--- src/rtl/noc_link_arbiter.sv ---
// Packet-atomic round-robin arbiter that shares one registered flit link among N_IN senders.
// Valid/ready: a flit moves on a rising edge only when valid and ready are both high; ready may depend on valid.
module noc_link_arbiter #(
    parameter int N_IN   = 4,
    parameter int FLIT_W = 64,
    parameter int VC_NUM = 2
) (
    input  logic                    clk,
    input  logic                    rst,
    input  logic [N_IN-1:0]         in_valid_i,
    output logic [N_IN-1:0]         in_ready_o,
    input  logic [N_IN*FLIT_W-1:0]  in_flit_i,
    output logic [N_IN*VC_NUM-1:0]  in_vc_ready_o,
    output logic                    out_valid_o,
    input  logic                    out_ready_i,
    output logic [FLIT_W-1:0]       out_flit_o,
    input  logic [VC_NUM-1:0]       out_vc_ready_i,
    output logic [$clog2(N_IN)-1:0] owner_o,
    output logic                    busy_o,
    output logic                    proto_err_o,
    output logic [$clog2(N_IN)-1:0] rr_ptr_o
);
    localparam int PW = $clog2(N_IN);
    localparam logic [1:0] TY_HEAD   = 2'b00;
    localparam logic [1:0] TY_BODY   = 2'b01;
    localparam logic [1:0] TY_TAIL   = 2'b10;
    localparam logic [1:0] TY_SINGLE = 2'b11;

    typedef enum logic {ST_IDLE = 1'b0, ST_LOCKED = 1'b1} state_t;

    state_t            state_q, state_d;
    logic [PW-1:0]     rr_ptr_q, rr_ptr_d;
    logic [PW-1:0]     owner_q, owner_d;
    logic              out_valid_q, out_valid_d;
    logic [FLIT_W-1:0] out_flit_q, out_flit_d;
    logic              proto_err_q, proto_err_d;

    logic              stage_free;
    logic [N_IN-1:0]   is_start, is_cont;
    logic              win_found;
    logic [PW-1:0]     win_idx;
    logic [PW-1:0]     sel_idx;
    logic              sel_ok;
    logic [FLIT_W-1:0] sel_flit;
    logic [1:0]        sel_type;
    logic              accept;

    assign stage_free    = !out_valid_q || out_ready_i;
    assign in_vc_ready_o = {N_IN{out_vc_ready_i}};

    always_comb begin
        is_start = '0;
        is_cont  = '0;
        for (int i = 0; i < N_IN; i++) begin
            if (in_valid_i[i]) begin
                is_start[i] = in_flit_i[i*FLIT_W + FLIT_W-2 +: 2] inside {TY_HEAD, TY_SINGLE};
                is_cont[i]  = in_flit_i[i*FLIT_W + FLIT_W-2 +: 2] inside {TY_BODY, TY_TAIL};
            end
        end
    end

    // First packet start found scanning upward from rr_ptr, wrapping at N_IN.
    always_comb begin
        win_found = 1'b0;
        win_idx   = '0;
        for (int k = 0; k < N_IN; k++) begin
            if (!win_found && is_start[(int'(rr_ptr_q) + k) % N_IN]) begin
                win_found = 1'b1;
                win_idx   = PW'((int'(rr_ptr_q) + k) % N_IN);
            end
        end
    end

    assign sel_idx  = (state_q == ST_LOCKED) ? owner_q : win_idx;
    assign sel_ok   = (state_q == ST_LOCKED) || win_found;
    assign sel_flit = in_flit_i[sel_idx*FLIT_W +: FLIT_W];
    assign sel_type = sel_flit[FLIT_W-1 -: 2];
    assign accept   = |(in_valid_i & in_ready_o);

    always_ff @(posedge clk or posedge rst) begin
        if (rst) begin
            state_q <= ST_IDLE;
        end else begin
            state_q <= state_d;
        end
    end

    always_comb begin
        state_d = state_q;
        case (state_q)
            ST_IDLE:   if (accept && sel_type == TY_HEAD) state_d = ST_LOCKED;
            ST_LOCKED: if (accept && sel_type == TY_TAIL) state_d = ST_IDLE;
            default:   state_d = ST_IDLE;
        endcase
    end

    always_comb begin
        in_ready_o = '0;
        if (sel_ok && stage_free) in_ready_o[sel_idx] = 1'b1;
        busy_o = (state_q == ST_LOCKED);
    end

    // A HEAD/SINGLE from the lock owner is still forwarded; it only raises the error flag.
    always_comb begin
        rr_ptr_d    = rr_ptr_q;
        owner_d     = owner_q;
        out_valid_d = out_valid_q;
        out_flit_d  = out_flit_q;
        proto_err_d = proto_err_q;
        if (state_q == ST_IDLE && |is_cont) proto_err_d = 1'b1;
        if (accept) begin
            out_valid_d = 1'b1;
            out_flit_d  = sel_flit;
            if (state_q == ST_IDLE) begin
                owner_d  = win_idx;
                rr_ptr_d = (win_idx == PW'(N_IN-1)) ? '0 : win_idx + 1'b1;
            end else if (sel_type inside {TY_HEAD, TY_SINGLE}) begin
                proto_err_d = 1'b1;
            end
        end else if (stage_free) begin
            out_valid_d = 1'b0;
        end
    end

    always_ff @(posedge clk or posedge rst) begin
        if (rst) begin
            rr_ptr_q    <= '0;
            owner_q     <= '0;
            out_valid_q <= 1'b0;
            out_flit_q  <= '0;
            proto_err_q <= 1'b0;
        end else begin
            rr_ptr_q    <= rr_ptr_d;
            owner_q     <= owner_d;
            out_valid_q <= out_valid_d;
            out_flit_q  <= out_flit_d;
            proto_err_q <= proto_err_d;
        end
    end

    assign out_valid_o = out_valid_q;
    assign out_flit_o  = out_flit_q;
    assign owner_o     = owner_q;
    assign proto_err_o = proto_err_q;
    assign rr_ptr_o    = rr_ptr_q;

endmodule
--- config.mk ---
export PLATFORM = sky130hd
export DESIGN_NAME = noc_link_arbiter
export DESIGN_NICKNAME = d
export VERILOG_FILES = /design/src/rtl/noc_link_arbiter.sv
export SDC_FILE = /design/constraint.sdc
export NUM_CORES = 1
export LEC_CHECK = 0
export ABC_AREA = 1
export BUFFER_PORTS_ARGS = -buffer_cell sky130_fd_sc_hd__buf_4
export CAP_MARGIN = 40
export CELL_PAD_IN_SITES_DETAIL_PLACEMENT = 1
export CELL_PAD_IN_SITES_GLOBAL_PLACEMENT = 2
export CORE_MARGIN = 2
export CORE_UTILIZATION = 21
export CTS_BUF_LIST = sky130_fd_sc_hd__clkbuf_8
export DETAILED_ROUTE_END_ITERATION = 10
export PLACE_DENSITY_LB_ADDON = 0.15
export SLEW_MARGIN = 15
export SYNTH_ARGS = -nofsm -noshare
export SYNTH_HDL_FRONTEND = slang
export SYNTH_SLANG_ARGS = --single-unit
--- constraint.sdc ---
create_clock -name clk -period 5.73 [get_ports clk]
set_clock_uncertainty 0.05 [all_clocks]
set_input_delay 0 -clock clk [delete_from_list [all_inputs] [get_ports clk]]
set_output_delay 0 -clock clk [all_outputs]
set_load 0.05 [all_outputs]
==> out/metrics.cfg, run 1 <==
[status]
status=finished, final reports clean

[setup_path]
cp.required_ps=5980
worstSetupStartpointType=flop
critPathKind=reg2reg
critPathCaptureType=flop
arrival_ps=4170
crit_fanout=34

[yosys]
synth.distinct_cells=26
ys_async_sr_fraction_pct=100
synthCells=775
synth_flop_cell=dfrtp_1
syn_nets=1042
yosysSeqAreaShare_pct=36.5
yosys_warnings=0
syn_area_um2=4870
synth_edf_count=0
synth-seq-cells=71
synth.avg_cell_area_um2=6.29

[global_routing]
first_global_vias=7421
globalRouteMet1Util_pct=22.4
track_usage_pct=20.2
antenna_found_initial=0
grt-busiest-layer=met2
grt_max_degree=65
met3_usage_pct=5.21
grt_pass1_wl_um=38800
grt_util_met2_pct=37.4
grt_overflow=0

[routing]
wire_per_inst_um=16.5
drcViolationCount=0
viasPerCell=4.51
routed_wl_um=24800
drt_iter0_markers=223
num_vias=6766
ant_nets=0
first_pass_iters=4

[min_path]
min_path_type=in2reg

[pwr]
powerDensity_nw_per_um2=787
power.leakage_nw=4.78
total_power_mw=7.13
ir_drop_mv=0.564

[clock_network]
numCtsBuffers=9
htree_levels=3
path_clk_slew_ps=80
post_cts_buffers=0
cts_tree=done
cts_buffer_depth=2
clkLatencyLatePin_ps=350
cts_root_buf=clkbuf_8
cts_num_sinks=71

[timing]
fmax_mhz=255
setup_viol=0
relSlewSlack_pct=46.2
grt_setup_unrepaired=no
post-route-period-util_pct=68.5
period_needed_ps=3920
tightest_slew_ps=807
hold_viol_final=0
final_max_slew_viol_count=0
fin_tns_setup_ps=0

[floorplan]
rows=55
core_um2=22700
die_w_um=156
dieArea_um2=24400
start_util_pct=21.5
die_y_um=156
io_pins=348

[cells_and_area]
drive_gt1_share_pct=31.6
antennaDiodeCount=0
nets=1479
fill_cells=2887
syn_to_final_growth_pct=85.7

[placed_design]
hpwl_um=18100
place_congestion=0.829
portBuffers=337

[flow_run]
drv_cap=0

==> cells by family (layout without fill, tap and decap cells) <==
logic type	after synthesis	count (layout)	synth area share, %
simple gates	615	615	53.1
xor+xnor	2	2	0.514
fa+ha+maj	2	2	0.513
compound gates	12	12	1.28
flops	71	71	36.5
buf+inv	73	514	8.16
==> per-layer routing <==
layer  vias up  part of all wire, %
li1       3321                    -
met1      3181                   39
met2       235                   51
met3        29                  7.4
met4         0                  2.5
met5         -                    0
==> critical path, stage by stage (launching register included) <==
cell and delay, ps:
dfrtp_1 570, xnor2_2 330, inv_2 70, nand3_1 90, nand2_1 120, nand4_1 140
nand4_1 130, nand2_1 220, nand2_1 150, inv_2 570, buf_4 480, nand2_1 120
nand4_1 120, dlygate4sd3_1 570, nand2_1 60, nand2_1 50
==> power breakdown <==
| group | total, mW | leakage, nW | internal (mW) | switching [mW] |
|---|---|---|---|---|
| combinational | 5.82 | 3.80 | 2.23 | 3.60 |
| sequential | 0.945 | 0.881 | 0.784 | 0.160 |
| clock | 0.357 | 0.0971 | 0.160 | 0.196 |
| total | 7.13 | 4.78 | 3.17 | 3.95 |
==> area by class of cell <==
class	instances	area, um2	area share (%)
timing repair buffer	476	3970	43.8
tap	285	357	3.94
sequential	71	1780	19.6
clock inverter	5	20.0	0.221
inverter	23	90.1	0.995
clock buffer	10	138	1.52
multi-input combinational	631	2700	29.9
==> stage by stage <==
| stage | util [%] | instance area [um2] | std cells | hold WS [ps] | setup WS (ps) |
|---|---|---|---|---|---|
| CTS | 39.9 | 9050 | 1501 | 14.9 | 1790 |
| floorplan | - | 4870 | 775 | 117 | 2990 |
| global placement | 33.1 | 7520 | 1355 | -48.5 | 2310 |
| global route | 39.9 | 9050 | 1501 | 58.7 | 1420 |
| detailed placement | 33.4 | 7590 | 1358 | -48.5 | 2320 |
| finish | 39.9 | 9050 | 1501 | 36.5 | 1810 |
==> state kept, by name, summed over array words and instances, names as in the netlist <==
| name | flops |
|---|---|
| rr_ptr_o | 2 |
| busy_o | 1 |
| out_flit_o | 64 |
| owner_o | 2 |
| out_valid_o | 1 |
| proto_err_o | 1 |
==> worst paths after layout <==
kind | slack (ps) | startpoint | depth (start not counted) | end
worst max-delay path | 1810 | rr_ptr_o[0]$_DFFE_PP0P_ | 15 | out_flit_o[37]$_DFFE_PP0P_
max in group asynchronous | 4760 | rst | 5 | out_flit_o[35]$_DFFE_PP0P_
worst min-delay path | 40 | in_flit_i[171] | 5 | out_flit_o[43]$_DFFE_PP0P_
worst min register to register | 430 | out_flit_o[21]$_DFFE_PP0P_ | 2 | out_flit_o[21]$_DFFE_PP0P_
min in group asynchronous | 290 | rst | 4 | out_flit_o[8]$_DFFE_PP0P_
worst max register to register | 1810 | rr_ptr_o[0]$_DFFE_PP0P_ | 15 | out_flit_o[37]$_DFFE_PP0P_
==> cell usage in the layout (no fill, tap or decap), types with 3 or more instances in the layout <==
cell / n
buf_4: 345
nand2_1: 497
inv_2: 5
nand3_2: 3
o21ai_1: 3
dfrtp_1: 71
inv_1: 20
nand2_2: 7
nor2_1: 3
o21ai_0: 6
nor2_4: 3
dlygate4sd3_1: 126
nand3_1: 27
clkbuf_8: 10
buf_12: 3
nand4_1: 71
==> synth_stat cells, types with 2 or more instances <==
| cell | number | share of area (%) |
|---|---|---|
| nand4_1 | 71 | 9.1 |
| ha_1 | 2 | 0.51 |
| nor2_4 | 2 | 0.46 |
| a21oi_1 | 2 | 0.21 |
| nor2_1 | 3 | 0.23 |
| dfrtp_1 | 71 | 36 |
| nand2_1 | 497 | 38 |
| nand2_2 | 7 | 0.90 |
| nand3_2 | 3 | 0.62 |
| buf_2 | 28 | 2.9 |
| nor3_1 | 2 | 0.21 |
| buf_6 | 6 | 1.4 |
| nand3_1 | 27 | 2.8 |
| buf_4 | 11 | 1.7 |
| inv_1 | 17 | 1.3 |
| o21ai_1 | 3 | 0.31 |
| clkbuf_1 | 5 | 0.39 |
| o21ai_0 | 6 | 0.62 |
| inv_2 | 5 | 0.39 |
==> what timing repair did <==
item,in CTS,in global routing
hold endpoints to repair,107,0
gates resized for setup,0,0
hold buffers,128,0
Note: power is estimated with default switching activity, not from simulation.
==> run 2: changes to the inputs <==
--- a/config.mk
+++ b/config.mk
@@ -5,13 +5,13 @@
 export SDC_FILE = /design/constraint.sdc
 export NUM_CORES = 1
 export LEC_CHECK = 0
-export ABC_AREA = 1
+export ABC_AREA = 0
 export BUFFER_PORTS_ARGS = -buffer_cell sky130_fd_sc_hd__buf_4
 export CAP_MARGIN = 40
 export CELL_PAD_IN_SITES_DETAIL_PLACEMENT = 1
 export CELL_PAD_IN_SITES_GLOBAL_PLACEMENT = 2
 export CORE_MARGIN = 2
-export CORE_UTILIZATION = 21
+export CORE_UTILIZATION = 22
 export CTS_BUF_LIST = sky130_fd_sc_hd__clkbuf_8
 export DETAILED_ROUTE_END_ITERATION = 10
 export PLACE_DENSITY_LB_ADDON = 0.15
==> constraint.sdc (replaced) <==
create_clock -name clk -period 3.3 [get_ports clk]
set_clock_uncertainty 0.05 [all_clocks]
set_input_delay 0 -clock clk [delete_from_list [all_inputs] [get_ports clk]]
set_output_delay 0 -clock clk [all_outputs]
set_load 0.05 [all_outputs]
==> out/metrics.cfg, run 2 <==
[yosys]
yosys_warnings=0  ; unchanged
synth_edf_count=0  ; unchanged
synth.distinct_cells=45  ; was 26
synth.avg_cell_area_um2=11.5  ; was 6.29 um2
synth_commonest_cells=mux2i_1, dfrtp_1, mux2_2  ; was nand2_1, dfrtp_1, nand4_1
synth_top_area_cell=mux2i_1  ; was nand2_1
synth_area_leaders=mux2i_1, dfrtp_1, mux2_2  ; was nand2_1, dfrtp_1, nand4_1
synth_most_common_cell=mux2i_1  ; was nand2_1
synthCells=454  ; was 775
synth_flop_cell=dfrtp_1  ; unchanged
syn_area_um2=5230  ; was 4870 um2
netlist.area_leader.share_pct=37.1  ; was 38.3%
synth-seq-cells=71  ; unchanged
ys_async_sr_fraction_pct=100  ; unchanged
syn_nets=721  ; was 1,042
yosysSeqAreaShare_pct=33.9  ; was 36.5%

[routing]
wirelength_met1_um=6960  ; was 9650 um
ant_nets=0  ; unchanged
met3_length_um=1120  ; was 1840 um
routed_wl_um=19900  ; was 24,800 um
routed.top_layer=met4  ; unchanged
num_vias=4877  ; was 6,766
routed-wl-met2_um=11400  ; was 12,700 um
wire_per_inst_um=18.1  ; was 16.5 um
drt_iter0_markers=115  ; was 223
first_pass_iters=4  ; unchanged
viasPerCell=4.43  ; was 4.51
drcViolationCount=0  ; unchanged

[timing]
post-route-period-util_pct=94.7  ; was 68.5%
final_max_slew_viol_count=0  ; unchanged
hold_viol_final=0  ; unchanged
fin_hold_ws_ps=14.0  ; was 36.5 ps
fin_ws_ps=176  ; was 1810 ps
tightest_slew_ps=737  ; was 807 ps
fmax_mhz=320  ; was 255 MHz
setup_viol=0  ; unchanged
fin_tns_setup_ps=0  ; unchanged
grt_setup_unrepaired=no  ; unchanged
relSlewSlack_pct=50.9  ; was 46.2%
period_needed_ps=3120  ; was 3920 ps

[clock_network]
clkLatencyLatePin_ps=360  ; was 350 ps
htree_levels=3  ; unchanged
cts_tree=done  ; unchanged
cts_resized=0  ; unchanged
cts_root_buf=clkbuf_8  ; unchanged
cts_buffer_depth=2  ; unchanged
cts_num_sinks=71  ; unchanged
numCtsBuffers=9  ; unchanged
path_clk_slew_ps=80  ; about the same

[global_routing]
first_global_vias=5374  ; was 7,421
grt_pass1_wl_um=29000  ; was 38,800 um
track_usage_pct=15.3  ; was 20.2%
grt_max_degree=66  ; was 65
grt_overflow=0  ; unchanged
antenna_found_initial=0  ; unchanged

[pwr]
internal_power_mw=4.70  ; was 3.17 mW
p_clk_share_pct=9.5  ; was 5.0%
powerDensity_nw_per_um2=1100  ; was 787 nW/um2
power.net_switching_mw=4.54  ; was 3.95 mW
total_power_mw=9.24  ; was 7.13 mW
power_frac_comb_pct=73.1  ; was 81.7%
power.leakage_nw=4.44  ; was 4.78 nW
seq_power_share_pct=17.5  ; was 13.3%
ir_drop_mv=0.388  ; was 0.564 mV
switching_share_pct=49.1  ; was 55.5%

[setup_path]
critPathCaptureType=flop  ; unchanged
arrival_ps=3310  ; was 4170 ps
critPathKind=reg2reg  ; unchanged
critPathTopFamily=multiplexers  ; was buffers and inverters
cp_slowest_cell=dfrtp_1  ; unchanged
crit_fanout=32  ; was 34
cp_cell_sequence=and3b_1, a32o_1, a221o_1, mux2_8, mux2_4, o211ai_4, buf_12, mux2_2  ; was xnor2_2, inv_2, nand3_1, nand2_1, nand4_1, nand4_1, nand2_1, nand2_1, inv_2, buf_4, nand2_1, nand4_1, dlygate4sd3_1, nand2_1, nand2_1
crit_buf_inv=1  ; was 4
cp.required_ps=3490  ; was 5980 ps
worstSetupStartpointType=flop  ; unchanged
cpPeakStageDelay_ps=500  ; was 570 ps

[placed_design]
dp_cells=1079  ; was 1,358
hpwl_um=16100  ; was 18,100 um
placed_area_um2=8110  ; was 7590 um2
pre_cts_ws_ps=172  ; was 2320 ps
portBuffers=337  ; unchanged
place_congestion=0.759  ; was 0.829

[cells_and_area]
antennaDiodeCount=0  ; unchanged
fin_area_um2=8430  ; was 9050 um2
nets=1044  ; was 1,479
syn_to_final_growth_pct=61.2  ; was 85.7%
final_cell_mix=buf_4, mux2i_1, dfrtp_1  ; was nand2_1, buf_4, dlygate4sd3_1
drive_gt1_share_pct=55.5  ; was 31.6%
fill_cells=2687  ; was 2,887
final_cells=1101  ; was 1,501
fin_util_pct=36.0  ; was 39.9%
final_common_cell=buf_4  ; was nand2_1
largest_register_ff_count=64  ; unchanged

[floorplan]
start_util_pct=22.4  ; was 21.5%
rows=56  ; was 55
die_w_um=158  ; was 156 um
die_y_um=158  ; was 156 um
dieArea_um2=25000  ; was 24,400 um2
io_pins=348  ; unchanged
core_um2=23400  ; was 22,700 um2

[flow_run]
drv_cap=0  ; unchanged

[status]
status=finished, final reports clean  ; unchanged

[min_path]
min_path_type=in2reg  ; unchanged

==> run 2: cell count changes in the layout (fill, tap and decap cells not counted), moves of 4 or more <==
| cell | previous run | this run |
|---|---|---|
| buf_12 | 3 | 7 |
| dlygate4sd3_1 | 126 | 4 |
| inv_1 | 20 | 9 |
| inv_2 | 5 | 0 |
| mux2_2 | 0 | 62 |
| mux2i_1 | 0 | 194 |
| nand2_1 | 497 | 7 |
| nand2_2 | 7 | 0 |
| nand3_1 | 27 | 6 |
| nand4_1 | 71 | 0 |
| nor2_1 | 3 | 10 |
==> run 2: logic make-up after synthesis <==
family	share of synthesized area (%)
xor+xnor	1.17
simple gates	3.35
flops	33.9
buf+inv	5.26
mux	51.6
compound gates	4.21
fa+ha+maj	0.478
==> run 2: worst paths after layout <==
check / slack [ps] / from / end / depth (start not counted)
worst min-delay path: 10 / in_flit_i[113] / out_flit_o[49]$_DFFE_PP0P_ / 4
worst min register to register: 440 / proto_err_o$_DFF_PP0_ / proto_err_o$_DFF_PP0_ / 2
worst max register to register: 180 / rr_ptr_o[1]$_DFFE_PP0P_ / out_flit_o[27]$_DFFE_PP0P_ / 8
min in group asynchronous: 240 / rst / out_flit_o[15]$_DFFE_PP0P_ / 3
worst max-delay path: 180 / rr_ptr_o[1]$_DFFE_PP0P_ / out_flit_o[27]$_DFFE_PP0P_ / 8
max in group asynchronous: 1990 / rst / out_flit_o[24]$_DFFE_PP0P_ / 4
==> run 2: cell type report <==
type                    instances  area, um2  share of cell area [%]
inverters                       9       35.0                   0.415
clock buffers                  10        138                    1.63
clock inverters                 6        109                    1.29
repair buffers                353       2750                    32.6
well taps                     319        399                    4.73
multi-input cells             333       3230                    38.3
flip-flops and latches         71       1780                    21.1
==> run 2: power groups by stage <==
stage	registers, mW	logic (mW)	clock network, mW
after floorplan	3.14	3.41	0
final	1.62	6.75	0.874
after CTS	1.62	6.89	0.911
after global placement	1.60	6.72	0
after global routing	1.68	7.19	0.948
after detailed placement	1.63	6.86	0
==> run 2: worst reg2reg max path: stages, from the launching register on <==
cell	delay, ps
dfrtp_1	500
and3b_1	220
a32o_1	200
a221o_1	370
mux2_8	410
mux2_4	360
o211ai_4	260
buf_12	240
mux2_2	400
==> run 2: metal layers <==
metal	GRT usage, %	up-vias
met5	0	-
met4	4.85	0
met3	3.64	23
met2	30.0	171
met1	15.7	2377
li1	-	2306
==> run 2: timing repair <==
action / in CTS / in global routing
setup buffers: 0 / 0
hold endpoints to repair: 45 / 0
hold buffers: 6 / 0
==> run 3: changes to the inputs <==
==> constraint.sdc (replaced) <==
create_clock -name clk -period 3.3 [get_ports clk]
set_clock_uncertainty 0.05 [all_clocks]
set_input_delay 0.33 -clock clk [delete_from_list [all_inputs] [get_ports clk]]
set_output_delay 0.33 -clock clk [all_outputs]
set_load 0.05 [all_outputs]
==> out/metrics.cfg, run 3 (synthesis gave the netlist of run 2 again) <==
[global_routing]
grt_util_met2_pct=29.4  ; was 30.0%
track_usage_pct=15.3  ; about the same
met3_usage_pct=4.65  ; was 3.64%
antenna_found_initial=0  ; unchanged
grt_pass1_wl_um=29200  ; was 29,000 um
grt-busiest-layer=met2  ; unchanged
grt_max_degree=41  ; was 66
grt_overflow=0  ; unchanged
first_global_vias=5323  ; was 5,374
globalRouteMet1Util_pct=16.0  ; was 15.7%

[setup_path]
crit_fanout=34  ; was 32
crit_buf_inv=2  ; was 1
critPathKind=reg2out  ; was reg2reg
cpMostUsedCell=buf_4
cp.required_ps=2920  ; was 3490 ps
cp_cell_sequence=o311ai_0, a221o_1, mux2_8, buf_4, nor3b_2, buf_4  ; was and3b_1, a32o_1, a221o_1, mux2_8, mux2_4, o211ai_4, buf_12, mux2_2
cp_slowest_cell=dfrtp_2  ; was dfrtp_1
critPathTopFamily=buffers and inverters  ; was multiplexers
arrival_ps=2710  ; was 3310 ps
critPathCaptureType=output port  ; was flop
cpPeakStageDelay_ps=520  ; was 500 ps
worstSetupStartpointType=flop  ; unchanged

[timing]
setup_viol=0  ; unchanged
fmax_mhz=324  ; was 320 MHz
hold_viol_final=0  ; unchanged
grt_setup_unrepaired=no  ; unchanged
tightest_slew_ps=790  ; was 737 ps
post-route-period-util_pct=93.6  ; was 94.7%
relSlewSlack_pct=47.3  ; was 50.9%
final_max_slew_viol_count=0  ; unchanged
fin_ws_ps=212  ; was 176 ps
period_needed_ps=3090  ; was 3120 ps
fin_hold_ws_ps=256  ; was 14.0 ps
fin_tns_setup_ps=0  ; unchanged

[routing]
drt_iter0_markers=108  ; was 115
num_vias=4854  ; was 4,877
drcViolationCount=0  ; unchanged
viasPerCell=4.42  ; was 4.43
first_pass_iters=4  ; unchanged
routed_wl_um=19600  ; was 19,900 um
wire_per_inst_um=17.8  ; was 18.1 um
ant_nets=0  ; unchanged

[floorplan]
core_um2=23400  ; unchanged
die_y_um=158  ; unchanged
die_w_um=158  ; unchanged
start_util_pct=22.4  ; unchanged
io_pins=348  ; unchanged
dieArea_um2=25000  ; unchanged
rows=56  ; unchanged

[pwr]
powerDensity_nw_per_um2=1090  ; was 1100 nW/um2
power.leakage_nw=4.40  ; was 4.44 nW
ir_drop_mv=0.559  ; was 0.388 mV

[placed_design]
pre_cts_ws_ps=218  ; was 172 ps
hpwl_um=16100  ; about the same
place_congestion=0.823  ; was 0.759
portBuffers=337  ; unchanged
placed_area_um2=8120  ; was 8110 um2

[cells_and_area]
antennaDiodeCount=0  ; unchanged
final_cell_mix=buf_4, mux2i_1, dfrtp_1  ; unchanged
fin_area_um2=8340  ; was 8430 um2
nets=1042  ; was 1,044
largest_register_ff_count=64  ; unchanged
drive_gt1_share_pct=55.8  ; was 55.5%
fin_util_pct=35.7  ; was 36.0%
final_common_cell=buf_4  ; unchanged
syn_to_final_growth_pct=59.4  ; was 61.2%

[clock_network]
numCtsBuffers=9  ; unchanged
post_cts_buffers=0  ; unchanged
htree_levels=3  ; unchanged
path_clk_slew_ps=80  ; about the same
cts_num_sinks=71  ; unchanged
cts_buffer_depth=2  ; unchanged
cts_root_buf=clkbuf_8  ; unchanged
cts_tree=done  ; unchanged
clkLatencyLatePin_ps=360  ; about the same

[flow_run]
drv_cap=0  ; unchanged

[status]
status=finished, final reports clean  ; unchanged

[min_path]
min_path_type=in2reg  ; unchanged

-- run 3: cell types whose count changed in the layout (fill, tap and decap cells not counted), sizes merged --
cell,before,now
clkbuf,10,9
clkinv,1,2
bufinv,3,2
dlygate4sd3,4,1
buf,349,350
-- run 3: repair_timing --
action / in CTS / in global routing
endpoints found under the setup margin: 2 / 2
endpoints found under the hold margin: 11 / 0
resized for setup: 1 / 1
hold buffers: 1 / 0
-- run 3: cell type report --
cell class              count  area (um2)
fillers                  2692       15100
multi-input cells         333        3230
repair buffers            351        2690
flip-flops and latches     71        1780
well taps                 319         399
clock buffers               9         124
clock inverters             6        87.6
inverters                   9        35.0
-- run 3: per-layer routing --
| metal | vias to the layer above | wire (um) |
|---|---|---|
| li1 | 2307 | - |
| met3 | 22 | 1260 |
| met2 | 163 | 11000 |
| met5 | - | 0 |
| met1 | 2362 | 6920 |
| met4 | 0 | 403 |
-- run 3: path summary, 6_finish.rpt --
check / startpoint / endpoint / slack, ps / depth (start not counted)
min: out_ready_i / out_valid_o$_DFFE_PP0P_ / 260 / 3
max: rr_ptr_o[1]$_DFFE_PP0P_ / in_ready_o[0] / 210 / 6
min reg2reg: out_flit_o[52]$_DFFE_PP0P_ / out_flit_o[52]$_DFFE_PP0P_ / 450 / 1
max in group asynchronous: rst / rr_ptr_o[1]$_DFFE_PP0P_ / 1940 / 5
max reg2reg: rr_ptr_o[1]$_DFFE_PP0P_ / out_flit_o[19]$_DFFE_PP0P_ / 310 / 8
min in group asynchronous: rst / out_flit_o[15]$_DFFE_PP0P_ / 400 / 3
-- run 3: worst register-to-register path, delay by kind of cell, from the launching register on --
family / cells / cell delay, ps
muxes: 3 / 1090
AOI/OAI and AO/OA: 3 / 760
DFF: 1 / 520
buffers and inverters: 1 / 260
and+or+nand+nor: 1 / 210
-- run 3: power by group --
group	leakage, nW	total (mW)	switching, mW	internal, mW
registers	0.826	1.63	0.277	1.35
clock network	0.103	0.774	0.354	0.420
logic	3.47	6.69	3.88	2.81
-- run 3: stage by stage --
step | total power, mW | cells
final | 9.09 | 1098
after global routing | 9.71 | 1098
after CTS | 9.28 | 1098
after detailed placement | 8.46 | 1082
after global placement | 8.30 | 1080
after floorplan | 6.54 | 454
